### src/rtl/imem_boot_pkg.sv
// rtl/imem_boot_pkg.sv - shared constants for the instruction memory boot loader
package imem_boot_pkg;

  localparam int INSTR_W    = 32;
  localparam int WORD_BYTES = 4;

  // Loader FSM states
  localparam logic [2:0] ST_IDLE   = 3'd0;
  localparam logic [2:0] ST_LOAD   = 3'd1;
  localparam logic [2:0] ST_SETTLE = 3'd2;
  localparam logic [2:0] ST_RUN    = 3'd3;
  localparam logic [2:0] ST_ERR    = 3'd4;

endpackage

### src/rtl/imem_boot_loader_timer.sv
// rtl/imem_boot_loader_timer.sv - loadable down-counter timing the CPU reset release
module boot_release_timer #(
  parameter int CNT_W = 4
) (
  input  logic             clk,
  input  logic             rst,
  input  logic             load,
  input  logic [CNT_W-1:0] load_value,
  input  logic             en,
  output logic             expired
);

  logic [CNT_W-1:0] count_q;
  logic [CNT_W-1:0] count_d;

  // Next count: reload wins, otherwise count down to zero and hold there
  always_comb begin
    count_d = count_q;
    if (load) begin
      count_d = load_value;
    end else if (en && (count_q != '0)) begin
      count_d = count_q - 1'b1;
    end
  end

  // Count register
  always_ff @(posedge clk or posedge rst) begin
    if (rst) begin
      count_q <= '0;
    end else begin
      count_q <= count_d;
    end
  end

  assign expired = (count_q == '0);

endmodule

### src/rtl/imem_boot_loader.sv
// rtl/imem_boot_loader.sv - streams a program into CPU instruction memory, then releases CPU reset
module imem_boot_loader
  import imem_boot_pkg::*;
#(
  parameter int ADDR_W        = 32,
  parameter int DEPTH_WORDS   = 256,
  parameter int RELEASE_DELAY = 2
) (
  input  logic                             clk,
  input  logic                             rst,
  input  logic                             start,
  input  logic                             in_valid,
  input  logic [31:0]                      in_data,
  input  logic                             in_last,
  output logic                             in_ready,
  output logic                             initialize,
  output logic [31:0]                      instruction_initialize_data,
  output logic [ADDR_W-1:0]                instruction_initialize_address,
  output logic                             cpu_rst,
  output logic                             busy,
  output logic                             done,
  output logic                             error,
  output logic [$clog2(DEPTH_WORDS+1)-1:0] word_count
);

  localparam int WC_W = $clog2(DEPTH_WORDS + 1);

  logic [2:0]         state_q, state_d;
  logic [WC_W-1:0]    wc_q, wc_d;
  logic [INSTR_W-1:0] data_q, data_d;
  logic [ADDR_W-1:0]  addr_q, addr_d;
  logic               in_ready_q, in_ready_d;
  logic               init_q, init_d;
  logic               cpu_rst_q, cpu_rst_d;
  logic               busy_q, busy_d;
  logic               done_q, done_d;
  logic               error_q, error_d;

  logic hs;
  logic full;
  logic timer_load;
  logic timer_expired;

  assign hs   = in_valid && in_ready_q && (state_q == ST_LOAD);
  assign full = (wc_q == WC_W'(DEPTH_WORDS));

  boot_release_timer #(
    .CNT_W (4)
  ) u_release_timer (
    .clk        (clk),
    .rst        (rst),
    .load       (timer_load),
    .load_value (4'(RELEASE_DELAY)),
    .en         (state_q == ST_SETTLE),
    .expired    (timer_expired)
  );

  // FSM transitions, word capture, and registered output decode from the next state
  always_comb begin
    state_d    = state_q;
    wc_d       = wc_q;
    data_d     = data_q;
    addr_d     = addr_q;
    timer_load = 1'b0;
    case (state_q)
      ST_IDLE, ST_RUN, ST_ERR: begin
        if (start) begin
          state_d = ST_LOAD;
          wc_d    = '0;
        end
      end
      ST_LOAD: begin
        if (hs) begin
          if (full) begin
            // Overflowing word is dropped; address and data keep the last good word
            state_d = ST_ERR;
          end else begin
            data_d = in_data;
            addr_d = ADDR_W'(wc_q) * ADDR_W'(WORD_BYTES);
            wc_d   = wc_q + 1'b1;
            if (in_last) begin
              state_d    = ST_SETTLE;
              timer_load = 1'b1;
            end
          end
        end
      end
      ST_SETTLE: begin
        if (timer_expired) begin
          state_d = ST_RUN;
        end
      end
      default: state_d = ST_IDLE;
    endcase

    // initialize stays up one extra cycle on entering SETTLE so the final word lands
    in_ready_d = (state_d == ST_LOAD);
    init_d     = (state_d == ST_LOAD) || ((state_q == ST_LOAD) && (state_d == ST_SETTLE));
    cpu_rst_d  = (state_d != ST_RUN);
    busy_d     = (state_d == ST_LOAD) || (state_d == ST_SETTLE);
    done_d     = (state_d == ST_RUN);
    error_d    = (state_d == ST_ERR);
  end

  // State and output registers; reset holds the CPU in reset
  always_ff @(posedge clk or posedge rst) begin
    if (rst) begin
      state_q    <= ST_IDLE;
      wc_q       <= '0;
      data_q     <= '0;
      addr_q     <= '0;
      in_ready_q <= 1'b0;
      init_q     <= 1'b0;
      cpu_rst_q  <= 1'b1;
      busy_q     <= 1'b0;
      done_q     <= 1'b0;
      error_q    <= 1'b0;
    end else begin
      state_q    <= state_d;
      wc_q       <= wc_d;
      data_q     <= data_d;
      addr_q     <= addr_d;
      in_ready_q <= in_ready_d;
      init_q     <= init_d;
      cpu_rst_q  <= cpu_rst_d;
      busy_q     <= busy_d;
      done_q     <= done_d;
      error_q    <= error_d;
    end
  end

  assign in_ready                       = in_ready_q;
  assign initialize                     = init_q;
  assign instruction_initialize_data    = data_q;
  assign instruction_initialize_address = addr_q;
  assign cpu_rst                        = cpu_rst_q;
  assign busy                           = busy_q;
  assign done                           = done_q;
  assign error                          = error_q;
  assign word_count                     = wc_q;

endmodule

### config.mk
export PLATFORM = sky130hd
export DESIGN_NAME = imem_boot_loader
export DESIGN_NICKNAME = d
export VERILOG_FILES = /design/src/rtl/imem_boot_pkg.sv /design/src/rtl/imem_boot_loader_timer.sv /design/src/rtl/imem_boot_loader.sv
export SDC_FILE = /design/constraint.sdc
export NUM_CORES = 1
export LEC_CHECK = 0
export ABC_AREA = 1
export CAP_MARGIN = 20
export CORE_MARGIN = 2
export CORE_UTILIZATION = 45
export CTS_CLUSTER_DIAMETER = 40
export DETAILED_ROUTE_END_ITERATION = 10
export PLACE_DENSITY = 0.89
export RECOVER_POWER = 50
export SLEW_MARGIN = 10
export SYNTH_ARGS = -nofsm -noshare
export SYNTH_HDL_FRONTEND = slang
export SYNTH_SLANG_ARGS = --single-unit
### constraint.sdc
create_clock -name clk -period 5.9 [get_ports clk]
set_input_delay 0.885 -clock clk [delete_from_list [all_inputs] [get_ports clk]]
set_output_delay 0.885 -clock clk [all_outputs]
set_load 0.01 [all_outputs]
==> key figures, run 1 <==
Power and ir drop
  • Total Power: 1.82 mW
  • VDD IR max: 0.312 mV
  • LEAKAGE: 2.04 nW
  • PwrDens: 453 mW/mm²

Yosys
  • Synthesized area: 0.00298 mm²
  • Asr flop ratio synth: 1.00
  • Seq/Total Area, Yosys: 0.529
  • Top cells by area, synth: dfrtp_1 (52%), nand2_1 (23%), buf_4 (5.8%)
  • Synth top area share: 0.520
  • Syn avg cell area: 8.11 µm²
  • #FFs+latches synth: 63
  • Yosys cell types: 25
  • Synth Instances: 368
  • Top_reg_cell synth: dfrtp_1
  • Cell taking the most area after synthesis: dfrtp_1
  • Post-synth EDFFs: 0
  • Yosys warning count: 0

Layout
  • Fin util: 0.630
  • Non-filler cells, final: 544
  • Antenna diodes: 0
  • Layout overhead on the synthesized area: 34.7%
  • Design area: 0.00402 mm²
  • Fillers: 526
  • Proportion of layout cells with a drive suffix above 1: 0.0621
  • Layout Nets: 502

Drt
  • Vias per cell: 4.66
  • Vias post-DR: 2535
  • Post-DRT Antenna Nets: 0
  • WL/cell: 12.3 µm
  • Total Wirelength: 6700 µm
  • Remaining DRCs: 0
  • Initial DRC Count: 110
  • DRT Pass-1 Iters: 4

STA
  • Slew Viols, Final: 0
  • Normalized max-slew margin: 0.0415
  • Fmax: 0.289 GHz
  • Final Cycle Share: 0.586
  • Fin. Hold Viols: 0
  • Clock skew: 0.00677 ns
  • Setup TNS: 0 ns
  • Final setup fails: 0
  • WHS: 0.481 ns
  • Final Critical Period: 3.46 ns
  • RSZ-0062 raised after global routing: no
  • Setup WS post-layout: 2.44 ns
  • Worst Tran Pin Value: 1.43 ns

Die
  • Cell Rows: 29
  • Initial Util: 0.467
  • Die X: 85.4 µm
  • Io pins: 116
  • Die extent in y: 85.4 µm
  • Core area: 0.00639 mm²
  • Total Die Area: 0.00730 mm²

Clock tree
  • Root Buffer: clkbuf_8
  • Clk sinks: 63
  • H-tree depth: 3
  • Bufs on Longest Clock Path: 2
  • Clock transition at path regs: 0.08 ns
  • CTS tree: done
  • Worst skew pair latency: 0.33 ns
  • Post-CTS Resized: 0
  • Postcts setup bufs: 0
  • Total CTS buffers: 9
  • CTS Hold Buffers Added: 0

Worst setup path
  • Setup crit end kind: flop
  • Max FO, Critical Path: 49
  • Arr. time, crit path: 3.68 ns
  • Critical path type: in2reg
  • CP required: 6.12 ns
  • Critical Path Start Type: input port

Hold path
  • Worst min-delay path class: reg2reg

GRT
  • Grt ovf: 0
  • Total track usage: 0.197
  • Grt met1 use: 0.239
  • Antenna violations before repair: 0
  • Met3 usage in global routing: 0.0525
  • Most Crowded Layer GR: met2
  • Vias in the first global route: 2580
  • First-pass GRT wire length: 11400 µm
  • Met2 Usage GRT: 0.336
  • Pin count of the biggest net entering global routing: 64

Placement
  • Post-Place Cell Area: 0.00384 mm²
  • Cells after DPL: 528
  • Setup WS pre-CTS: 3.02 ns
  • Dpl hpwl: 4850 µm
  • Placer Congestion: 0.878
  • I/O Buffers: 92

Status
  • Status: complete, no violations

Run
  • # Max-Cap Violations: 0
-- registers in the layout, summed over array words and instances (netlist names) --
register                        count
instruction_initialize_data        32
instruction_initialize_address      9
word_count                          9
u_release_timer.count_q             4
state_q                             3
busy                                1
cpu_rst                             1
done                                1
error                               1
in_ready                            1
initialize                          1
-- critical path, stage by stage --
cell	delay, ns
dlygate4sd3_1	0.52
nand2_1	0.08
nor2_1	0.18
nand2_1	0.86
inv_2	0.87
nand2_1	0.14
o21a_1	0.14
-- cells in the mapped netlist (2+ instances only) --
| cell | n |
|---|---|
| inv_2 | 5 |
| nor2_1 | 16 |
| ha_1 | 3 |
| o22ai_1 | 2 |
| nor3_1 | 2 |
| buf_4 | 23 |
| nand3_1 | 12 |
| dfrtp_1 | 62 |
| buf_6 | 6 |
| inv_1 | 25 |
| o21ai_0 | 12 |
| nand2_4 | 2 |
| nor2_2 | 2 |
| a21oi_1 | 4 |
| nand2_1 | 179 |
| nand2_2 | 2 |
| buf_2 | 3 |
-- report_power, final --
part           switching, mW  internal [mW]  total [mW]
clock                  0.175          0.196       0.370
combinational          0.411          0.363       0.773
sequential            0.0919          0.587       0.679
total                  0.677           1.14        1.82
-- path summary, 6_finish.rpt --
| check | start | end | slack [ns] | cells after the start |
|---|---|---|---|---|
| max in group asynchronous | rst | state_q[1] | 4.17 | 3 |
| min | instruction_initialize_data[2] | instruction_initialize_data[2] | 0.48 | 2 |
| max reg2reg | state_q[1] | instruction_initialize_address[2] | 2.70 | 7 |
| min in group asynchronous | rst | instruction_initialize_data[20] | 1.22 | 3 |
| min reg2reg | instruction_initialize_data[2] | instruction_initialize_data[2] | 0.48 | 2 |
| max | in_valid | instruction_initialize_address[2] | 2.44 | 7 |
-- kinds of logic after synthesis --
kind of cell             count (synthesis)  synth area share
flip-flops                              63             0.529
buffers and inverters                   62             0.123
AO/OA/AOI/OAI                           21            0.0403
XOR/XNOR                                 1           0.00294
adder cells (fa/ha/maj)                  3            0.0126
AND/OR/NAND/NOR                        217             0.291
other                                    1           0.00126
-- placed cells by master, fill, tap and decap left out, types with 2 or more instances in the layout --
| cell | netlist | routed |
|---|---|---|
| nand2_1 | 179 | 181 |
| clkdlybuf4s50_1 | 0 | 87 |
| dfrtp_1 | 62 | 62 |
| inv_1 | 25 | 24 |
| conb_1 | 1 | 23 |
| nor2_1 | 16 | 17 |
| nand3_1 | 12 | 12 |
| o21ai_0 | 12 | 12 |
| clkbuf_8 | 0 | 9 |
| inv_2 | 5 | 5 |
| dlygate4sd3_1 | 0 | 5 |
| a21oi_1 | 4 | 4 |
| ha_1 | 3 | 3 |
| nor3_1 | 2 | 2 |
| o22ai_1 | 2 | 2 |
| clkinvlp_4 | 0 | 2 |
| clkinv_2 | 0 | 2 |
-- metal layers --
layer / up-vias / routed length [µm]
met3: 5 / 441
met5: - / 0
li1: 1260 / -
met4: 0 / 56
met2: 88 / 3440
met1: 1182 / 2760
-- area by class of cell --
class / count / area (µm²) / share of cell area
Sequential cell: 63 / 1580 / 0.392
Clock buffer: 9 / 124 / 0.0308
Clock inverter: 7 / 72.6 / 0.0181
Multi-Input combinational cell: 265 / 1110 / 0.276
Inverter: 30 / 113 / 0.0280
Timing Repair Buffer: 93 / 928 / 0.231
Tap cell: 77 / 96.3 / 0.0240
Power figures use the tool's default switching activity.
==> run 2, diff against run 1 <==
--- a/config.mk
+++ b/config.mk
@@ -8,10 +8,10 @@
 export ABC_AREA = 1
 export CAP_MARGIN = 20
 export CORE_MARGIN = 2
-export CORE_UTILIZATION = 45
+export CORE_UTILIZATION = 44
 export CTS_CLUSTER_DIAMETER = 40
 export DETAILED_ROUTE_END_ITERATION = 10
-export PLACE_DENSITY = 0.89
+export PLACE_DENSITY = 0.88
 export RECOVER_POWER = 50
 export SLEW_MARGIN = 10
 export SYNTH_ARGS = -nofsm -noshare
==> constraint.sdc (replaced) <==
create_clock -name clk -period 3.2 [get_ports clk]
set_input_delay 0.48 -clock clk [delete_from_list [all_inputs] [get_ports clk]]
set_output_delay 0.48 -clock clk [all_outputs]
set_load 0.01 [all_outputs]
==> run 2 against run 1 <==
Compared with the run above:
- global-route usage decreased by 1.1 points
- sequential power increased by 84%
- clock power increased by 86%
- final cell count increased by 0.92%
- wire length decreased by 0.93%
- combinational power increased by 84%
- core utilization decreased by 2.5 points
- count of clock-buffer cells in the layout increased by 6
- worst setup slack got worse by 1.5 ns
- critical endpoint unchanged
==> key figures, run 2 (same netlist as run 1, synthesis figures left out) <==
Worst setup path
  • Setup crit end kind: flop
  • Critical-path cell list: inv_1 -> ha_1 -> nand2_2 -> nor2_1 -> nand2_4 -> nand2_4 -> inv_2 -> o21a_1
  • Max FO, Critical Path: 49
  • Critical path type: reg2reg
  • Arr. time, crit path: 2.49 ns
  • Critical Path Start Type: flop
  • Crit path max-delay family: simple AND/OR/NAND/NOR gates
  • CP required: 3.42 ns
  • CP max stage delay: 0.46 ns
  • Crit-path slowest cell: dfrtp_1
  • Critical Path Most Common Cell: nand2_4
  • Buffers & Inverters on Critical Path: 2

Clock tree
  • Worst skew pair latency: 0.33 ns
  • Clock transition at path regs: 0.07 ns
  • Postcts setup bufs: 0
  • Post-CTS Resized: 0
  • Clk sinks: 63
  • H-tree depth: 3
  • CTS Hold Buffers Added: 0
  • Total CTS buffers: 9
  • Bufs on Longest Clock Path: 2
  • CTS tree: done
  • Root Buffer: clkbuf_8

Layout
  • Antenna diodes: 0
  • Largest register FFs: 32
  • Non-filler cells, final: 549
  • Fin util: 0.604
  • Fillers: 591
  • Layout Nets: 504
  • Proportion of layout cells with a drive suffix above 1: 0.0576
  • Most frequent cells in the layout: nand2_1 (179), clkdlybuf4s50_1 (76), dfrtp_1 (62)
  • Layout overhead on the synthesized area: 35.3%
  • Commonest non-fill, non-tap cell in the layout: nand2_1
  • Design area: 0.00404 mm²

Power and ir drop
  • Clock power share: 0.205
  • VDD IR max: 0.315 mV
  • Reg power frac: 0.373
  • Internal: 2.14 mW
  • LEAKAGE: 2.07 nW
  • Switching fraction of total power: 0.361
  • Sw Pwr: 1.21 mW
  • PwrDens: 831 mW/mm²
  • Gate power share: 0.422

Drt
  • Vias post-DR: 2557
  • WL/cell: 12.1 µm
  • Post-DRT Antenna Nets: 0
  • Initial DRC Count: 149
  • Vias per cell: 4.66
  • DRT Pass-1 Iters: 4
  • Total Wirelength: 6640 µm
  • Remaining DRCs: 0

GRT
  • Pin count of the biggest net entering global routing: 50
  • Vias in the first global route: 2531
  • Total track usage: 0.186
  • Grt ovf: 0
  • First-pass GRT wire length: 11000 µm
  • Antenna violations before repair: 0

Die
  • Initial Util: 0.447
  • Die extent in y: 86.4 µm
  • Io pins: 116
  • Die X: 86.4 µm
  • Cell Rows: 30
  • Core area: 0.00668 mm²
  • Total Die Area: 0.00746 mm²

Placement
  • Cells after DPL: 533
  • Placer Congestion: 0.851
  • Dpl hpwl: 4930 µm
  • I/O Buffers: 92
  • Post-Place Cell Area: 0.00385 mm²

STA
  • Final Critical Period: 2.27 ns
  • Worst Tran Pin Value: 1.06 ns
  • Final setup fails: 0
  • Slew Viols, Final: 0
  • Final Cycle Share: 0.710
  • Fin. Hold Viols: 0
  • Clock skew: 0.00754 ns
  • WHS: 0.483 ns
  • RSZ-0062 raised after global routing: no
  • Normalized max-slew margin: 0.294
  • Fmax: 0.440 GHz
  • Setup TNS: 0 ns

Run
  • # Max-Cap Violations: 0

Hold path
  • Worst min-delay path class: reg2reg

Status
  • Status: complete, no violations
-- run 2: worst paths after layout --
path	end	slack, ns	cells after the start	start
max	instruction_initialize_address[2]	0.93	8	word_count[0]
min	instruction_initialize_data[19]	0.48	2	instruction_initialize_data[19]
max reg2reg	instruction_initialize_address[2]	0.93	8	word_count[0]
min reg2reg	instruction_initialize_data[19]	0.48	2	instruction_initialize_data[19]
max in group asynchronous	initialize	0.97	3	rst
min in group asynchronous	instruction_initialize_data[0]	0.78	2	rst
-- run 2: final cells by class --
type,count,area [µm²],share of cell area
Sequential cell,63,1580,0.391
Multi-Input combinational cell,265,1110,0.276
Timing Repair Buffer,95,936,0.232
Clock buffer,15,166,0.0412
Inverter,30,113,0.0279
Tap cell,80,100,0.0248
Clock inverter,1,30.0,0.00744
-- run 2: power by group through the flow --
| stage | Combinational, mW | Clock, mW | Sequential [mW] |
|---|---|---|---|
| 3_3_place_gp | 1.41 | 0 | 1.26 |
| 6_report | 1.42 | 0.687 | 1.25 |
| 3_5_place_dp | 1.46 | 0 | 1.27 |
| 5_1_grt | 1.60 | 0.735 | 1.29 |
| 4_1_cts | 1.46 | 0.696 | 1.26 |
| 2_1_floorplan | 0.717 | 0 | 1.36 |
-- run 2: tightest hold or removal path: stages (launching register included) --
cell and delay, ns:
dfrtp_1 0.35, nand2_1 0.05, nand2_1 0.05
-- run 2: metrics by stage --
stage | power (mW) | setup WS [ns]
2_1_floorplan | 2.08 | 1.15
3_3_place_gp | 2.67 | 0.766
3_5_place_dp | 2.73 | 0.714
4_1_cts | 3.42 | 0.990
5_1_grt | 3.62 | 0.539
6_report | 3.35 | 0.928
-- run 2: per-layer routing --
metal | global-route usage | up-vias | part of all wire
met2 | 0.301 | 81 | 0.48
met4 | 0.0540 | 0 | 0.0099
met1 | 0.239 | 1203 | 0.44
li1 | - | 1266 | -
met3 | 0.0619 | 7 | 0.069
met5 | 0 | - | 0
==> run 3, diff against run 2 <==
==> constraint.sdc (replaced) <==
create_clock -name clk -period 2.25 [get_ports clk]
set_input_delay 0.3375 -clock clk [delete_from_list [all_inputs] [get_ports clk]]
set_output_delay 0.3375 -clock clk [all_outputs]
set_load 0.01 [all_outputs]
==> run 3 against run 2 <==
Compared with the run above:
- clock power increased by 47%
- global-route usage about the same
- final cell count increased by 0.36%
- sequential power increased by 42%
- non-clock buffer count increased by 2
- worst setup slack got worse by 0.62 ns
- combinational power increased by 42%
- fmax increased by 17%
- critical path type unchanged
- critical endpoint is now instruction_initialize_data[13]
- largest cell class unchanged
==> key figures, run 3 (same netlist as run 1, synthesis figures left out) <==
Status
  • Status: complete, no violations

GRT
  • Pin count of the biggest net entering global routing: 33
  • First-pass GRT wire length: 11000 µm
  • Antenna violations before repair: 0
  • Total track usage: 0.186
  • Grt ovf: 0
  • Met3 usage in global routing: 0.0410
  • Vias in the first global route: 2476
  • Most Crowded Layer GR: met2
  • Met2 Usage GRT: 0.301
  • Grt met1 use: 0.240

Layout
  • Commonest non-fill, non-tap cell in the layout: nand2_1
  • Fin util: 0.609
  • Fillers: 570
  • Most frequent cells in the layout: nand2_1 (179), clkdlybuf4s50_1 (71), dfrtp_1 (62)
  • Layout overhead on the synthesized area: 36.3%
  • Largest register FFs: 32
  • Multi-input gate area: 0.00111 mm²
  • Antenna diodes: 0
  • Proportion of layout cells with a drive suffix above 1: 0.0722
  • Layout Nets: 506
  • Sequential cell area: 0.00158 mm²

Drt
  • WL/cell: 12.1 µm
  • Total Wirelength: 6670 µm
  • DRT Pass-1 Iters: 4
  • Remaining DRCs: 0
  • Initial DRC Count: 119
  • Post-DRT Antenna Nets: 0
  • Vias post-DR: 2609
  • Vias per cell: 4.74

Clock tree
  • Clk sinks: 63
  • Postcts setup bufs: 0
  • Worst skew pair latency: 0.33 ns
  • H-tree depth: 3
  • Clock transition at path regs: 0.06 ns
  • Post-CTS Resized: 0
  • CTS Hold Buffers Added: 0
  • Bufs on Longest Clock Path: 2
  • Root Buffer: clkbuf_8
  • Total CTS buffers: 9
  • CTS tree: done

Hold path
  • Worst min-delay path class: reg2reg
  • Worst hold path cell count: 2

Worst setup path
  • Crit-path slowest cell: dfrtp_1
  • Critical Path Start Type: flop
  • Reg2Reg Depth: 10
  • CP max stage delay: 0.44 ns
  • Setup crit end kind: flop
  • Critical-path cell list: inv_1 -> ha_1 -> nand2_2 -> nor2_1 -> nand2_4 -> nand2_4 -> inv_2 -> buf_4 -> nand2_1 -> nand2_1
  • Critical path type: reg2reg
  • Arr. time, crit path: 2.15 ns
  • CP required: 2.46 ns
  • Max FO, Critical Path: 32

STA
  • Worst Tran Pin Value: 0.939 ns
  • Setup WS post-layout: 0.308 ns
  • WHS: 0.475 ns
  • Final Cycle Share: 0.863
  • Final setup fails: 0
  • Slew Viols, Final: 0
  • Fmax: 0.515 GHz
  • Clock skew: 0.00358 ns
  • Normalized max-slew margin: 0.374
  • Final Critical Period: 1.94 ns
  • Fin. Hold Viols: 0
  • RSZ-0062 raised after global routing: no
  • Setup TNS: 0 ns

Power and ir drop
  • LEAKAGE: 2.11 nW
  • VDD IR max: 0.504 mV
  • Total Power: 4.80 mW
  • PwrDens: 1180 mW/mm²

Placement
  • Dpl hpwl: 4960 µm
  • Placer Congestion: 0.849
  • Setup WS pre-CTS: 0.226 ns
  • I/O Buffers: 92

Die
  • Total Die Area: 0.00746 mm²
  • Io pins: 116
  • Initial Util: 0.447
  • Die X: 86.4 µm
  • Cell Rows: 30
  • Die extent in y: 86.4 µm
  • Core area: 0.00668 mm²

Run
  • # Max-Cap Violations: 0
run 3: power breakdown:
part	switching, mW	internal (mW)	total, mW
sequential	0.238	1.54	1.78
clock	0.407	0.599	1.01
combinational	1.08	0.933	2.02
run 3: layout make-up:
cell class                 instances  share of cell area
clock buffer                      13              0.0415
inverter                          30              0.0277
timing repair buffer              97               0.234
tap                               80              0.0246
clock inverter                     3             0.00985
sequential                        63               0.388
multi-input combinational        265               0.274
run 3: worst max-delay path: cells and delay by family, from the launching register on:
| kind | cells | cell delay (ns) |
|---|---|---|
| fa+ha+maj | 1 | 0.17 |
| buf+inv | 3 | 0.44 |
| flops | 1 | 0.44 |
| simple gates | 6 | 0.76 |
run 3: stage by stage:
step | instances | area, µm²
floorplan | 390 | 3070
global placement | 535 | 3880
detailed placement | 535 | 3880
CTS | 551 | 4090
global route | 551 | 4070
finish | 551 | 4070
run 3: final timing paths:
| check | startpoint | to | slack, ns |
|---|---|---|---|
| max | word_count[0] | instruction_initialize_data[13] | 0.31 |
| min | instruction_initialize_data[24] | instruction_initialize_data[24] | 0.47 |
| max reg2reg | word_count[0] | instruction_initialize_data[13] | 0.31 |
| min reg2reg | instruction_initialize_data[24] | instruction_initialize_data[24] | 0.47 |
| max in group asynchronous | rst | instruction_initialize_data[21] | 0.48 |
| min in group asynchronous | rst | instruction_initialize_data[15] | 0.67 |
run 3: routing by layer:
layer	wire length, µm	up-vias
met5	0	-
li1	-	1272
met3	400	10
met4	75	0
met1	2940	1232
met2	3250	95
